$ cat src/rtl/obstacle_scheduler.sv
`default_nettype none
// ============================================================================
// Module   : obstacle_scheduler
// Brief    : NUM_OBS-slot obstacle spawner/scroller with gap spacing and an
//            optional speed ramp (enabled by defining OBS_SPEEDUP_EN).
// Revision : 1.0 - initial parametrised release
// ============================================================================
module obstacle_scheduler #(
    parameter int NUM_OBS       = 2,
    parameter int XW            = 8,
    parameter int SCREEN_X      = 160,
    parameter int MIN_GAP       = 40,
    parameter int NUM_TYPES     = 5,
    parameter int SPEED_MAX     = 4,
    parameter int SPEEDUP_TICKS = 600
) (
    input  logic                  clk,
    input  logic                  rst_n,
    input  logic                  game_tick,
    input  logic                  game_start,
    input  logic                  game_over,
    input  logic [7:0]            rng,
    output logic [NUM_OBS*XW-1:0] obs_pos,
    output logic [NUM_OBS*3-1:0]  obs_type,
    output logic [NUM_OBS-1:0]    obs_active,
    output logic [2:0]            speed
);

    typedef enum logic [1:0] {
        IDLE   = 2'd0,
        RUN    = 2'd1,
        FROZEN = 2'd2
    } state_t;

    localparam logic [XW-1:0] C_SCREEN   = XW'(SCREEN_X);
    localparam logic [XW-1:0] C_SPAWN_X  = XW'(SCREEN_X - 1);
    localparam logic [8:0]    C_MIN_GAP  = 9'(MIN_GAP);
    localparam logic [3:0]    C_NTYPES   = 4'(NUM_TYPES);

    state_t                        r_state;
    logic [NUM_OBS-1:0][XW-1:0]    r_pos;
    logic [NUM_OBS-1:0][2:0]       r_type;
    logic [NUM_OBS-1:0]            r_active;
    logic [8:0]                    r_gap_acc;
    logic [8:0]                    r_gap_target;
    logic [2:0]                    w_speed;

    logic [NUM_OBS-1:0][XW-1:0]    w_pos_scr;
    logic [NUM_OBS-1:0]            w_act_scr;
    logic [NUM_OBS-1:0]            w_spawn_mask;
    logic                          w_spawn;
    logic [9:0]                    w_gap_sum;
    logic [8:0]                    w_gap_sat;
    logic [2:0]                    w_type_new;
    logic [8:0]                    w_target_new;

`ifdef OBS_SPEEDUP_EN
    logic [2:0]  r_speed;
    logic [11:0] r_speed_cnt;
    logic        w_ramp_wrap;
    logic [2:0]  w_speed_up;

    assign w_speed     = r_speed;
    assign w_ramp_wrap = (r_speed_cnt == 12'(SPEEDUP_TICKS - 1));
    assign w_speed_up  = (r_speed < 3'(SPEED_MAX)) ? r_speed + 3'd1 : r_speed;
`else
    assign w_speed = 3'd1;
`endif

    // Scroll each slot using the pre-tick speed; retirement avoids underflow.
    generate
        for (genvar gi = 0; gi < NUM_OBS; gi++) begin : g_slot
            always_comb begin
                w_pos_scr[gi] = C_SCREEN;
                w_act_scr[gi] = 1'b0;
                if (r_active[gi] && (r_pos[gi] >= {{(XW-3){1'b0}}, w_speed})) begin
                    w_pos_scr[gi] = r_pos[gi] - {{(XW-3){1'b0}}, w_speed};
                    w_act_scr[gi] = 1'b1;
                end
            end
        end
    endgenerate

    always_comb begin
        w_spawn_mask = '0;
        for (int i = NUM_OBS - 1; i >= 0; i--) begin
            if (!w_act_scr[i]) begin
                w_spawn_mask    = '0;
                w_spawn_mask[i] = 1'b1;
            end
        end
    end

    assign w_spawn      = (r_gap_acc >= r_gap_target) && (|w_spawn_mask);
    assign w_gap_sum    = {1'b0, r_gap_acc} + {7'd0, w_speed};
    assign w_gap_sat    = w_gap_sum[9] ? 9'h1FF : w_gap_sum[8:0];
    assign w_type_new   = ({1'b0, rng[2:0]} < C_NTYPES) ? rng[2:0]
                                                         : rng[2:0] - C_NTYPES[2:0];
    assign w_target_new = C_MIN_GAP + {4'd0, rng[7:3]};

    always_ff @(posedge clk or negedge rst_n) begin
        if (!rst_n) begin
            r_state      <= IDLE;
            r_pos        <= {NUM_OBS{C_SCREEN}};
            r_type       <= '0;
            r_active     <= '0;
            r_gap_acc    <= '0;
            r_gap_target <= C_MIN_GAP;
`ifdef OBS_SPEEDUP_EN
            r_speed      <= 3'd1;
            r_speed_cnt  <= '0;
`endif
        end else begin
            // Restart: from IDLE/FROZEN start wins, in RUN game_over wins.
            if (game_start && !(r_state == RUN && game_over)) begin
                r_state      <= RUN;
                r_pos        <= {NUM_OBS{C_SCREEN}};
                r_type       <= '0;
                r_active     <= '0;
                r_gap_acc    <= C_MIN_GAP;
                r_gap_target <= C_MIN_GAP;
`ifdef OBS_SPEEDUP_EN
                r_speed      <= 3'd1;
                r_speed_cnt  <= '0;
`endif
            end else if (r_state == RUN && game_over) begin
                r_state <= FROZEN;
            end else if (r_state == RUN && game_tick) begin
                for (int i = 0; i < NUM_OBS; i++) begin
                    if (w_spawn && w_spawn_mask[i]) begin
                        r_pos[i]    <= C_SPAWN_X;
                        r_active[i] <= 1'b1;
                        r_type[i]   <= w_type_new;
                    end else begin
                        r_pos[i]    <= w_pos_scr[i];
                        r_active[i] <= w_act_scr[i];
                    end
                end
                if (w_spawn) begin
                    r_gap_acc    <= '0;
                    r_gap_target <= w_target_new;
                end else begin
                    r_gap_acc    <= w_gap_sat;
                end
`ifdef OBS_SPEEDUP_EN
                if (w_ramp_wrap) begin
                    r_speed_cnt <= '0;
                    r_speed     <= w_speed_up;
                end else begin
                    r_speed_cnt <= r_speed_cnt + 12'd1;
                end
`endif
            end
        end
    end

    assign obs_pos    = r_pos;
    assign obs_type   = r_type;
    assign obs_active = r_active;
    assign speed      = w_speed;

endmodule
`default_nettype wire

$ cat config.mk
export PLATFORM = sky130hd
export DESIGN_NAME = obstacle_scheduler
export DESIGN_NICKNAME = d
export VERILOG_FILES = /design/src/rtl/obstacle_scheduler.sv
export SDC_FILE = /design/constraint.sdc
export NUM_CORES = 1
export LEC_CHECK = 0
export CAP_MARGIN = 15
export CELL_PAD_IN_SITES_DETAIL_PLACEMENT = 1
export CELL_PAD_IN_SITES_GLOBAL_PLACEMENT = 1
export CORE_MARGIN = 4
export CORE_UTILIZATION = 35
export CTS_BUF_LIST = sky130_fd_sc_hd__clkbuf_8 sky130_fd_sc_hd__clkbuf_16
export DETAILED_ROUTE_END_ITERATION = 8
export PLACE_DENSITY = 0.68
export SETUP_SLACK_MARGIN = 0.05
export SYNTH_ARGS = -nofsm -noshare
export SYNTH_HDL_FRONTEND = slang
export SYNTH_SLANG_ARGS = --single-unit
export TNS_END_PERCENT = 50
$ cat constraint.sdc
create_clock -name clk -period 5.9 [get_ports clk]
set_input_delay 1.77 -clock clk [delete_from_list [all_inputs] [get_ports clk]]
set_output_delay 1.77 -clock clk [all_outputs]
set_load 0.02 [all_outputs]
Yosys cells after proc, flatten, opt, wreduce, memory -nomap -nowiden
Index checks and enable logic that the tools add are counted.
- bits in registers: 44
- output and inout port bits: 27
- word-level logic and storage cells: 71
- add/subtract/negate cells: 5
- magnitude comparators: 4
- eq/ne operators: 2
- muxes and demuxes: 33
- reductions and logical operators: 19
- operators by type and width (operator ; number):
    $mux 9 ; 9
    $mux 16 ; 3
    $mux 8 ; 4
    $mux 6 ; 3
    $ge 8x1->1 const B ; 2
    $sub 8x1->8 const B ; 2
    $mux 2 ; 7
    $add 9x1->10 const B ; 1
    $reduce_bool 2->1 ; 5
    $ge 9x9->1 ; 1
    $mux 3 ; 3
    $reduce_and 3->1 ; 3
    $logic_and 1x1->1 ; 8
    $add 6x5->7 const A ; 1
    $mux 1 ; 4
    $lt 3x3->1 const B ; 1
    $sub 3x3->3 const B ; 1
    $eq 2x1->1 const B ; 1
    $ne 2x1->1 const B ; 1
    $reduce_and 2->1 ; 1
    $reduce_or 2->1 ; 1
    $logic_not 1->1 ; 1

Depth between registers and ports, before layout
- depth after elaboration: 12
- depth in mapped cells: 9
- depth with buffers taken out: 7

Worst setup path before layout
OpenSTA, ideal clock, no wires.
- kind: input to register
- start: input port game_over
- end: register r_gap_acc[7]
- data arrival time: 3.065 ns
- data required time: 5.813 ns
- slack: 2.747 ns
- stages: 7
- path buffers: 2
- cell sequence: nand4bb_1 -> clkbuf_1 -> nor2_1 -> clkbuf_1 -> o31a_1 -> o21ai_0 -> a22oi_1
- cells in the longest elaborated chain, start to end: 5
- elaborated cells on any way between the ends: 7
- ends and longest elaborated chain (item ; line ; text):
    start, declared ; 21 ; input logic game_over,
    $logic_and 1x1->1 (*) ; 115, 126 ;
    $logic_not 1->1 ; 115 ; if (game_start && !(r_state == RUN && game_over)) begin
    $logic_and 1x1->1 ; 115 ;
    $ne 2x1->1 (no line) or $reduce_bool 2->1 (tied branches) ; n/a ;
    $reduce_and 2->1 (no line) ; n/a ;
    end signal, assigned ; 143 ; r_gap_acc <= w_gap_sat;
    end, declared ; 44 ; logic [8:0] r_gap_acc;
Mark *: on every way between the ends. The rest lies on a longest branch, timed or not.
A chain may end at the register's enable or synchronous reset.

Worst setup path in the final report
- start: input port game_over
- end: register r_gap_acc[2]
The elaborated chain is that of the path after synthesis.

==> flow_metrics.tcl <==
set metrics [dict create \
    grt_pass1_vias 2287 \
    grt_setup_unrepaired "no" \
    grt_usage 0.168 \
    clock_tree.buffer_depth 2 \
    cts-resized-gates 0 \
    cpLargestDelayFamily "simple AND/OR/NAND/NOR gates" \
    synth.yosys.seq_area_share 0.404 \
    post_synth_main_area_contributors "sky130_fd_sc_hd__dfrtp_1 (34%), sky130_fd_sc_hd__ha_1 (6.7%), sky130_fd_sc_hd__dfstp_2 (6.0%)" \
    cp_data_arrival_time_ps 3700 \
    timing.max_slew.rel_slack 0.356 \
    die_width_um 94.5 \
    worst_setup_path_end_kind "flop" \
    vias 2297 \
    synth.largest_area_cell "sky130_fd_sc_hd__dfrtp_1" \
    cts_tree "done" \
    placeableCoreArea_um2 7250 \
    syn-cell-area_um2 2620 \
    cts.reportedPaths.clkPinSlew_ps 90 \
    power_density_nw_per_um2 319 \
    fraction_of_layout_instances_using_a_drive_strength_above_1 0.0764 \
    htree_num_levels 2 \
    timing_worst_setup_path_type "in2reg" \
    grt_pass1_wl_um 11800 \
    syn_avg_cell_area_um2 9.32 \
    std_cell_rows 31 \
    route.detailed.wl_per_inst_um 17.2 \
    yosys_warnings 0 \
    p_seq_frac 0.380 \
    holdBufCountCts 0 \
    final_nets 340 \
    worstMarginPinSlew_ps 966 \
    crit_chain "clkdlybuf4s50_1 > nand4bb_1 > nor2_1 > buf_4 > o21ai_1 > o311ai_0" \
    global_route.overflow_total 0 \
    pre_antenna_drt_iters 4 \
    floorplan.io_pins 40 \
    grt_start_max_net_pins 43 \
    clockPowerShare 0.180 \
    vias_per_cell 5.56 \
    internal_power_uw 569 \
    hold_viol_final 0 \
    globalplace.congestion 0.808 \
    synth_edf_count 0 \
    outcome "completed" \
    critPathBufInv 2 \
    syn2layout_area_growth_pct 19.2 \
    clock_sink_count 42 \
    timing.final.crit_period_ps 3520 \
    worstHoldPathType "reg2reg" \
    critical-path-slowest-cell "sky130_fd_sc_hd__nand4bb_1" \
    post_route_drc 0 \
    antenna_left 0 \
    dominantRegCellSynth "sky130_fd_sc_hd__dfrtp_1" \
    final.setup.tns_ps 0 \
    fillCellCount 848 \
    achievable_frequency_mhz 284 \
    synthTopCellsByCount "sky130_fd_sc_hd__dfrtp_1 (36), sky130_fd_sc_hd__nand2_1 (23), sky130_fd_sc_hd__inv_1 (22)" \
    clock_insertion_delay_worst_skew_ps 290 \
    switchingPower_uw 428 \
    antenna_cells_inserted 0 \
    layout_worst_path_cycle_share 0.596 \
    dpl.hpwl_um 5210 \
    cts_root_buffer "sky130_fd_sc_hd__clkbuf_8" \
    hold-worst-slack_ps 502 \
    cts_setup_buffers 0 \
    p_comb_frac 0.440 \
    buffer_ports.inserted 36 \
    drt_iter0_markers 107 \
    switching_portion_of_total_power 0.429 \
    synth_largest_type_area_fraction 0.344 \
    totalWireLength_um 7090 \
    synth_most_common_cell "sky130_fd_sc_hd__dfrtp_1" \
    cap_violations 0 \
    numCtsBuffers 5 \
    leakage_uw 0.00130 \
    floorplan.initialDensity 0.361 \
    timing.clock.skew_ps 9.96 \
    synthesis.instances 281 \
    critPathRequiredTime_ps 6090 \
    setup.worst_path.start_class "input port" \
    antenna_violations_before_repair 0 \
    postSynth.asyncResetShare 1.00 \
    slew_violations 0 \
    die_area_um2 8930 \
    die_height_um 94.5 \
    synthDistinctLibCells 58 \
    cp_slowest_stage_delay_ps 530 \
    path_max_fanout 15 \
    final-setup-viol-count 0 \
    postSynthRegisterBits 42 \
    max-vdd-ir-drop_v 0.000107 \
]
[cells by family after synthesis]
logic type / Yosys count / share of synthesized area
AOI/OAI and AO/OA: 102 / 0.286
and+or+nand+nor: 79 / 0.159
muxes: 5 / 0.0191
buffers and inverters: 37 / 0.0630
adders and majority gates: 14 / 0.0669
other: 2 / 0.00287
DFF: 42 / 0.404
[per-stage QoR]
stage | cell area (um^2) | utilization | setup WS [ps] | std cells | power (uW)
after global routing | 3120 | 0.431 | 2170 | 413 | 1070
after floorplan | 2620 | - | 2750 | 282 | 684
final | 3120 | 0.431 | 2380 | 413 | 997
after global placement | 3040 | 0.420 | 2160 | 405 | 821
after detailed placement | 3040 | 0.420 | 2030 | 405 | 828
after CTS | 3120 | 0.431 | 2370 | 413 | 1010
[routing by layer]
metal  global-route usage  routed length (um)  vias up
met2                0.272                3380       41
met4               0.0373                  61        0
met1                0.236                3340     1142
met3               0.0287                 303        5
li1                     -                   -     1109
met5                    0                   0        -
[sequential cells by signal (all words and copies together), names as in the netlist]
name,cells
r_state,2
obs_pos,16
obs_type,6
obs_active,2
r_gap_target,7
r_gap_acc,9
[worst min-delay path, delay by kind of cell (launching register included)]
kind / cells / cell delay, ps
AOI/OAI and AO/OA: 1 / 70
buffers and inverters: 1 / 70
DFF: 1 / 360
[layout by cell type (no fill, tap or decap), types with 7 or more instances in the layout]
cell,n
sky130_fd_sc_hd__dfrtp_1,36
sky130_fd_sc_hd__clkdlybuf4s50_1,35
sky130_fd_sc_hd__inv_1,25
sky130_fd_sc_hd__nand2_1,23
sky130_fd_sc_hd__nor2_1,18
sky130_fd_sc_hd__o21ai_0,16
sky130_fd_sc_hd__a21oi_1,14
sky130_fd_sc_hd__ha_1,14
sky130_fd_sc_hd__a22o_1,12
sky130_fd_sc_hd__nor3_1,8
sky130_fd_sc_hd__a31oi_1,7
[layout make-up]
cell class | instances | area (um^2) | area share
well taps | 99 | 124 | 0.0397
multi-input cells | 203 | 1400 | 0.448
repair buffers | 39 | 378 | 0.121
clock buffers | 5 | 68.8 | 0.0220
clock inverters | 3 | 11.3 | 0.00361
inverters | 22 | 82.6 | 0.0264
flip-flops and latches | 42 | 1060 | 0.339
[power by group through the flow]
stage / clock network, uW / logic, uW / registers [uW]
floorplan: 0 / 284 / 400
global placement: 0 / 437 / 385
detailed placement: 0 / 443 / 385
CTS: 190 / 444 / 380
global route: 198 / 484 / 388
finish: 179 / 439 / 379
[path summary, 6_finish.rpt]
check | start | to | slack (ps) | cells after the start
max | game_over | r_gap_acc[2] | 2380 | 6
min | r_gap_target[5] | r_gap_target[5] | 500 | 2
max reg2reg | obs_pos[8] | obs_type[5] | 3210 | 7
min reg2reg | r_gap_target[5] | r_gap_target[5] | 500 | 2
max in group asynchronous | rst_n | r_gap_acc[3] | 3670 | 1
min in group asynchronous | rst_n | obs_pos[11] | 1630 | 1
Note: power is estimated with default switching activity, not from simulation.
